<file path="config.mk">
export PLATFORM = sky130hd
export DESIGN_NAME = mem_port_arbiter
export DESIGN_NICKNAME = d
export VERILOG_FILES = /design/src/rtl/mem_port_arbiter.sv
export SDC_FILE = /design/constraint.sdc
export NUM_CORES = 1
export LEC_CHECK = 0
export ABC_AREA = 1
export CORE_MARGIN = 2
export CORE_UTILIZATION = 36
export CTS_CLUSTER_SIZE = 24
export DETAILED_ROUTE_END_ITERATION = 16
export PLACE_DENSITY = 0.72
export SLEW_MARGIN = 20
export SYNTH_ARGS = -nofsm -noshare
export SYNTH_HDL_FRONTEND = slang
export SYNTH_SLANG_ARGS = --single-unit
</file>
<file path="constraint.sdc">
create_clock -name clk -period 1.36 [get_ports clk]
set_clock_uncertainty 0.05 [all_clocks]
set_input_delay 0.204 -clock clk [delete_from_list [all_inputs] [get_ports clk]]
set_output_delay 0.204 -clock clk [all_outputs]
set_load 0.01 [all_outputs]
</file>
<file path="src/rtl/mem_port_arbiter.sv">
`default_nettype none
// ============================================================================
// Module   : mem_port_arbiter
// Brief    : Arbitrates a fetch port and a data port onto one unified memory.
// Revision : 1.0 - initial release
// ============================================================================
module mem_port_arbiter #(
  parameter int ADDR_W       = 32,
  parameter int DATA_W       = 32,
  parameter int D_STREAK_MAX = 4
) (
  input  logic              clk,
  input  logic              reset,
  input  logic              i_req,
  input  logic [ADDR_W-1:0] i_addr,
  output logic [DATA_W-1:0] i_rdata,
  output logic              i_valid,
  input  logic              d_req,
  input  logic              d_we,
  input  logic [ADDR_W-1:0] d_addr,
  input  logic [DATA_W-1:0] d_wdata,
  output logic [DATA_W-1:0] d_rdata,
  output logic              d_valid,
  output logic              stall_f,
  output logic              stall_m,
  output logic              mem_req,
  output logic              mem_we,
  output logic [ADDR_W-1:0] mem_addr,
  output logic [DATA_W-1:0] mem_wdata,
  input  logic [DATA_W-1:0] mem_rdata,
  input  logic              mem_ready,
  output logic              err
);

  localparam int SW = (D_STREAK_MAX < 1) ? 1 : $clog2(D_STREAK_MAX + 1);
  localparam logic [SW-1:0] c_streak_max = SW'(D_STREAK_MAX);

  typedef enum logic [1:0] {
    IDLE = 2'd0,
    IACC = 2'd1,
    DACC = 2'd2
  } state_t;

  state_t        r_state;
  logic [SW-1:0] r_streak;
  logic          w_pulse;
  logic          w_grant_d;

  // Requesters still hold req during their valid pulse, so no grant that cycle.
  assign w_pulse   = i_valid | d_valid;
  assign w_grant_d = d_req & (~i_req | (r_streak < c_streak_max));

  assign stall_f = i_req & ~i_valid;
  assign stall_m = d_req & ~d_valid;

  always_ff @(posedge clk) begin
    if (reset) begin
      r_state   <= IDLE;
      r_streak  <= '0;
      mem_req   <= 1'b0;
      mem_we    <= 1'b0;
      mem_addr  <= '0;
      mem_wdata <= '0;
      i_valid   <= 1'b0;
      d_valid   <= 1'b0;
      i_rdata   <= '0;
      d_rdata   <= '0;
      err       <= 1'b0;
    end else begin
      i_valid <= 1'b0;
      d_valid <= 1'b0;
      case (r_state)
        IDLE: begin
          if (mem_ready) begin
            err <= 1'b1;
          end
          if (!w_pulse) begin
            if (w_grant_d) begin
              r_state   <= DACC;
              mem_req   <= 1'b1;
              mem_we    <= d_we;
              mem_addr  <= d_addr;
              mem_wdata <= d_wdata;
              if (!i_req) begin
                r_streak <= '0;
              end else if (r_streak < c_streak_max) begin
                r_streak <= r_streak + SW'(1);
              end
            end else if (i_req) begin
              r_state   <= IACC;
              mem_req   <= 1'b1;
              mem_we    <= 1'b0;
              mem_addr  <= i_addr;
              mem_wdata <= '0;
              r_streak  <= '0;
            end
          end
        end
        IACC: begin
          if (mem_ready) begin
            i_rdata <= mem_rdata;
            i_valid <= 1'b1;
            mem_req <= 1'b0;
            r_state <= IDLE;
          end
        end
        DACC: begin
          if (mem_ready) begin
            // Stores complete without disturbing the last load result.
            if (!mem_we) begin
              d_rdata <= mem_rdata;
            end
            d_valid <= 1'b1;
            mem_req <= 1'b0;
            r_state <= IDLE;
          end
        end
        default: r_state <= IDLE;
      endcase
    end
  end

endmodule
`default_nettype wire

</file>
==> flow_metrics.py, run 1 <==
metrics = {
    "status": {
        "outcome": "finished with violations",
        "violations": "setup timing",
    },
    "power_and_ir_drop": {
        "p_leak_uw": 0.004919,
        "sw_frac_of_total_pct": 29.69,
        "p_int_uw": 10370,
        "power_frac_comb_pct": 32.2,
        "pwr-share-seq_pct": 32.4,
        "p_clk_share_pct": 35.4,
        "vdd_drop_max_mv": 0.8565,
        "powerDensity_mw_per_mm2": 1340,
        "p_sw_uw": 4379,
    },
    "floorplanning": {
        "core_area_mm2": 0.01453,
        "initial_core_util_pct": 36.97,
        "die_y_um": 126.2,
        "die-area_mm2": 0.01592,
        "rows": 44,
        "ioPinCount": 269,
        "die_w_um": 126.2,
    },
    "synth": {
        "ys_seq_area_share_pct": 51.42,
        "synthFlopType": "dfxtp_1",
        "yosys_warnings": 0,
        "syn_area_per_cell_um2": 7.300,
        "synth_cell_type_count": 21,
        "ys_async_sr_fraction_pct": 0,
        "netlist_area_mm2": 0.005373,
        "synth_fp_nets": 874,
        "ys_seq_elements": 138,
        "syn_inst": 736,
        "synth_edf_count": 0,
    },
    "global_route": {
        "antenna_found_initial": 0,
        "grt_pass1_wl_mm": 32.15,
        "grt_max_degree": 39,
        "grt.overflow.total": 0,
        "grt_pass1_vias": 6145,
        "grt_usage_pct": 25.38,
    },
    "sta": {
        "slew_headroom_pct": 61.09,
        "drv_slew": 0,
        "setup-tns-final_ns": -11.76,
        "hold_violations": 0,
        "period_share_pct": 116.3,
        "final.setup.worst_slack_ns": -0.2212,
        "finalSetupViolations": 108,
        "rsz0062_at_grt": "true",
        "hold_ws_ns": 0.3097,
        "post-route-min-period_ns": 1.581,
        "worst_pin_slew_ns": 0.5836,
        "fmax_mhz": 632.4,
    },
    "placed_design": {
        "numPortBuffers": 268,
        "dp_hpwl_mm": 11.63,
        "dp_cells": 1176,
        "gp_congestion": 0.8009,
        "place_ws_ns": -0.4607,
    },
    "routing": {
        "wirelength_mm": 22.20,
        "route.detailed.drc": 0,
        "via_per_inst": 5.031,
        "routed-via-count": 6274,
        "drtIter0Drc": 337,
        "ant_nets": 0,
        "drt-wirelength-per-cell_um": 17.80,
        "drtPass1Iterations": 4,
    },
    "worst_setup_path": {
        "required_ns": 1.66,
        "r2r-end": "mem_wdata[15]",
        "critical_path.cell_chain": "inv_2 > ha_4 > inv_4 > buf_6 > nor2_4 > buf_6 > buf_16 > nand3_2 > a21oi_2",
        "worstSetupEndpointType": "flop",
        "slowest_delay_ns": 0.33,
        "critPathMostFrequentCell": "buf_6",
        "crit_slowest_cell": "dfxtp_2",
        "critical_path_class": "flop to flop",
        "reg2reg_slack_ns": -0.22,
        "r2r-start": "r_state[1]",
        "cp-start-kind": "flop",
        "cp.arrival_ns": 1.88,
        "critPathMaxFanout": 7,
        "reg2reg_depth": 9,
    },
    "clocking": {
        "cts_sinks": 138,
        "root_buffer": "clkbuf_16",
        "worstSkewPairLatency_ns": 0.42,
        "path_clk_slew_ns": 0.06,
        "cts-buffers-inserted": 17,
        "cts.htree.levels": 4,
        "cts_tree": "yes",
        "cts_hold_buf": 0,
        "clk_path_buf_depth": 2,
    },
    "final_layout": {
        "area_growth_pct": 104.9,
        "fin_cells": 1247,
        "drive_gt1_share_pct": 33.40,
        "num_antenna_cells": 0,
        "fin_nets": 1189,
    },
    "min_path": {
        "hp-class": "input port to flop",
        "min_to": "mem_wdata[12]",
        "worstHoldStart": "d_wdata[12]",
        "whs_path_depth": 3,
    },
    "job": {
        "cap_viol_max_count": 0,
    },
}
worst max-delay path: cells and delay by family (launching register included):
kind,cells,cell delay [ns]
buffers and inverters,5,0.55
DFF,1,0.33
and+or+nand+nor,2,0.25
adders and majority gates,1,0.17
AOI/OAI and AO/OA,1,0.15
final cells by class:
cell class	instances	area [um^2]
repair buffers	345	3819
fillers	993	3523
clock inverters	10	186.4
clock buffers	21	480.5
inverters	17	81.33
multi-input cells	532	3433
flip-flops and latches	138	2780
well taps	184	230.2
how the worst max path moves through the flow:
stage / start / endpoint / slack [ns] / cells past startpoint
5_1_grt: r_state[1] / mem_addr[4] / -0.27 / 9
3_5_place_dp: i_req / stall_f / -0.46 / 4
4_1_cts: r_state[1] / r_streak[0] / -0.17 / 10
2_1_floorplan: r_state[0] / d_rdata[10] / -0.01 / 8
3_3_place_gp: i_req / stall_f / -0.46 / 4
6_report: r_state[1] / mem_wdata[15] / -0.22 / 9
cell usage in the layout, fill, tap and decap left out, types with 18 or more instances in the layout:
master | synthesis | final
nor2_1 | 209 | 141
clkdlybuf4s50_1 | 0 | 131
dfxtp_1 | 138 | 124
nand2_1 | 134 | 112
dlygate4sd2_1 | 0 | 112
o21ai_2 | 0 | 52
nor2_4 | 3 | 48
a21oi_2 | 0 | 32
o21ai_0 | 79 | 29
nor2_2 | 3 | 26
clkbuf_16 | 0 | 21
buf_12 | 0 | 18
cells in the mapped netlist, types with 4 or more instances:
master | number | area, um^2
nand2_1 | 134 | 503.0
dfxtp_1 | 138 | 2763
nor2_1 | 209 | 784.5
inv_1 | 15 | 56.30
o21ai_0 | 79 | 395.4
nand3_1 | 35 | 175.2
buf_6 | 5 | 56.30
clkbuf_1 | 20 | 75.07
o21ai_1 | 21 | 105.1
ha_1 | 4 | 50.05
a21oi_1 | 40 | 200.2
buf_2 | 22 | 110.1
per-layer routing:
layer,vias to the layer above,track usage (%),wire [um]
met3,60,7.264,1668
li1,3018,-,-
met4,0,9.696,768
met5,-,0,0
met2,273,42.60,10930
met1,2923,30.86,8826
power groups by stage:
stage | clock, uW | combinational, uW | sequential (uW)
2_1_floorplan | 0 | 1120 | 4930
4_1_cts | 5260 | 4330 | 4690
3_5_place_dp | 0 | 2950 | 4750
3_3_place_gp | 0 | 2940 | 4740
6_report | 5230 | 4740 | 4780
5_1_grt | 5490 | 5040 | 4830
sequential cells by signal, indices dropped and copies added (netlist names):
register	flops
r_streak	3
mem_we	1
d_rdata	32
err	1
d_valid	1
mem_wdata	32
mem_req	1
i_rdata	32
r_state	2
mem_addr	32
i_valid	1
kinds of logic after synthesis:
family	after synthesis	synth area share [%]
adders and majority gates	4	0.9316
AOI/OAI and AO/OA	140	13.04
DFF	138	51.42
and+or+nand+nor	388	28.76
buffers and inverters	66	5.845
through the flow:
step | total power (uW) | instance area, um^2 | utilization, %
6_report | 14750 | 11010 | 75.76
5_1_grt | 15360 | 11010 | 75.76
4_1_cts | 14280 | 10260 | 70.63
3_5_place_dp | 7700 | 8453 | 58.16
3_3_place_gp | 7675 | 8453 | 58.16
2_1_floorplan | 6049 | 5378 | -
repair_timing:
item                                    CTS  global route
pin swaps                                57            62
endpoints found under the setup margin  267           142
resized for setup                       358           244
gates cloned                             21             5
setup buffers                            19             6
Power figures use the tool's default switching activity.
==> run 2, diff against run 1 <==
GPL_TIMING_DRIVEN = 0   (was unset)
MAX_ROUTING_LAYER = met4   (was unset)
==> run 2 against run 1 <==
The run still ends with setup timing left. Sequential share of layout area rose by 2.4 points. Power down 12%. Design area shrank 8.9%. Worst setup slack improved by 0.14 ns. Global-route usage fell by 1.5 points. Maximum frequency up 9.7%. Via count is 4.4% lower. Final cell count grew 0.16%. Combinational power is 23% lower. Non-clock buffer count decreased by 1. Die area stayed put.
==> flow_metrics.py, run 2 (same netlist as run 1, synthesis figures left out) <==
metrics = {
    "sta": {
        "hold_violations": 0,
        "slew_headroom_pct": 53.79,
        "drv_slew": 0,
        "fmax_mhz": 693.9,
        "period_share_pct": 106.0,
        "finalSetupViolations": 85,
        "worst_pin_slew_ns": 0.6932,
        "final.setup.worst_slack_ns": -0.08113,
        "rsz0062_at_grt": "true",
        "post-route-min-period_ns": 1.441,
    },
    "placed_design": {
        "numPortBuffers": 268,
        "dp_hpwl_mm": 12.93,
        "gp_congestion": 0.8031,
        "postPlaceCellArea_mm2": 0.008290,
        "place_ws_ns": -0.5035,
    },
    "routing": {
        "ant_nets": 0,
        "routed-via-count": 5996,
        "drtIter0Drc": 288,
        "route.detailed.drc": 0,
        "drt-wirelength-per-cell_um": 15.32,
        "wirelength_mm": 19.14,
        "via_per_inst": 4.801,
        "drtPass1Iterations": 6,
    },
    "final_layout": {
        "final_cell_area_mm2": 0.01003,
        "drive_gt1_share_pct": 25.94,
        "area_growth_pct": 86.66,
        "fin_nets": 1190,
        "layout_common_cells": "nor2_1, dfxtp_1, clkdlybuf4s50_1",
        "layout_commonest_cell": "nor2_1",
    },
    "global_route": {
        "grt_pass1_vias": 5794,
        "grt_max_degree": 17,
        "grt.overflow.total": 0,
        "grt_usage_pct": 23.85,
        "antenna_found_initial": 1,
        "grt_pass1_wl_mm": 29.44,
    },
    "clocking": {
        "cts_sinks": 138,
        "cts_tree": "yes",
        "root_buffer": "clkbuf_16",
        "worstSkewPairLatency_ns": 0.41,
        "clk_path_buf_depth": 2,
        "cts.htree.levels": 4,
        "cts_hold_buf": 0,
        "cts-buffers-inserted": 17,
        "path_clk_slew_ns": 0.06,
    },
    "worst_setup_path": {
        "required_ns": 1.62,
        "setup.worst_path.start": "r_state[0]",
        "cp.arrival_ns": 1.70,
        "cp-start-kind": "flop",
        "critical_path_class": "flop to flop",
        "reg2reg_depth": 9,
        "critPathMaxFanout": 5,
        "r2r-start": "r_state[0]",
        "r2r-end": "mem_addr[19]",
        "reg2reg_slack_ns": -0.08,
        "worstSetupEndpointType": "flop",
    },
    "min_path": {
        "worstHoldStart": "d_we",
        "whs_path_depth": 3,
        "hp-class": "input port to flop",
        "min_to": "mem_we",
    },
    "power_and_ir_drop": {
        "p_total_uw": 13040,
        "vdd_drop_max_mv": 0.8016,
        "p_leak_uw": 0.004594,
        "powerDensity_mw_per_mm2": 1301,
    },
    "floorplanning": {
        "core_area_mm2": 0.01453,
        "ioPinCount": 269,
        "initial_core_util_pct": 36.97,
        "die_y_um": 126.2,
        "die_w_um": 126.2,
        "rows": 44,
        "die-area_mm2": 0.01592,
    },
    "status": {
        "outcome": "finished with violations",
        "violations": "setup timing",
    },
    "job": {
        "cap_viol_max_count": 0,
    },
}
-- run 2: what timing repair did --
item	in CTS	in global routing
endpoints found under the hold margin	0	0
setup endpoints to repair	262	139
cloned	11	3
setup buffers	13	3
pin swaps	86	51
resized for setup	313	224
-- run 2: critical path, stage by stage (launching register included) --
cell     delay [ns]
dfxtp_2        0.33
inv_4          0.07
ha_4           0.15
inv_4          0.05
nor2_4         0.19
buf_12         0.15
nand2_8        0.06
buf_8          0.16
nor2_4         0.08
nor2_1         0.05
-- run 2: where the power goes --
group	total [uW]	internal, uW	switching, uW
clock network	4680	2920	1760
registers	4710	4470	246
logic	3650	1780	1870
-- run 2: layout make-up --
cell class / instances / area [um^2]
Antenna cell: 1 / 2.502
Fill cell: 1226 / 4506
Buffer: 49 / 493.0
Inverter: 17 / 77.57
Clock buffer: 19 / 442.9
Sequential cell: 138 / 2769
Timing Repair Buffer: 295 / 2833
Multi-Input combinational cell: 534 / 3032
Clock inverter: 12 / 148.9
Tap cell: 184 / 230.2
-- run 2: worst max-delay path by stage --
stage | cells past startpoint | to
final | 9 | mem_addr[19]
after global routing | 8 | r_streak[2]
after CTS | 9 | mem_addr[19]
after detailed placement | 7 | d_rdata[10]
after global placement | 7 | d_rdata[10]
after floorplan | 8 | d_rdata[10]
-- run 2: stage by stage --
step           hold WS, ns  std cells  util, %  setup TNS, ns
2_1_floorplan       0.2889        736        -        -0.1878
3_3_place_gp        0.4003       1188    57.04         -55.62
3_5_place_dp        0.4041       1188    57.04         -57.28
4_1_cts             0.2987       1243    64.73         -5.644
5_1_grt             0.3121       1249    69.00         -10.22
6_report            0.3159       1249    69.00         -3.630
-- run 2: metal layers --
metal / wire length [um] / track usage [%]
met5: 0 / -
met4: 433 / 7.886
met3: 1269 / 6.839
met1: 8106 / 28.29
met2: 9327 / 39.03
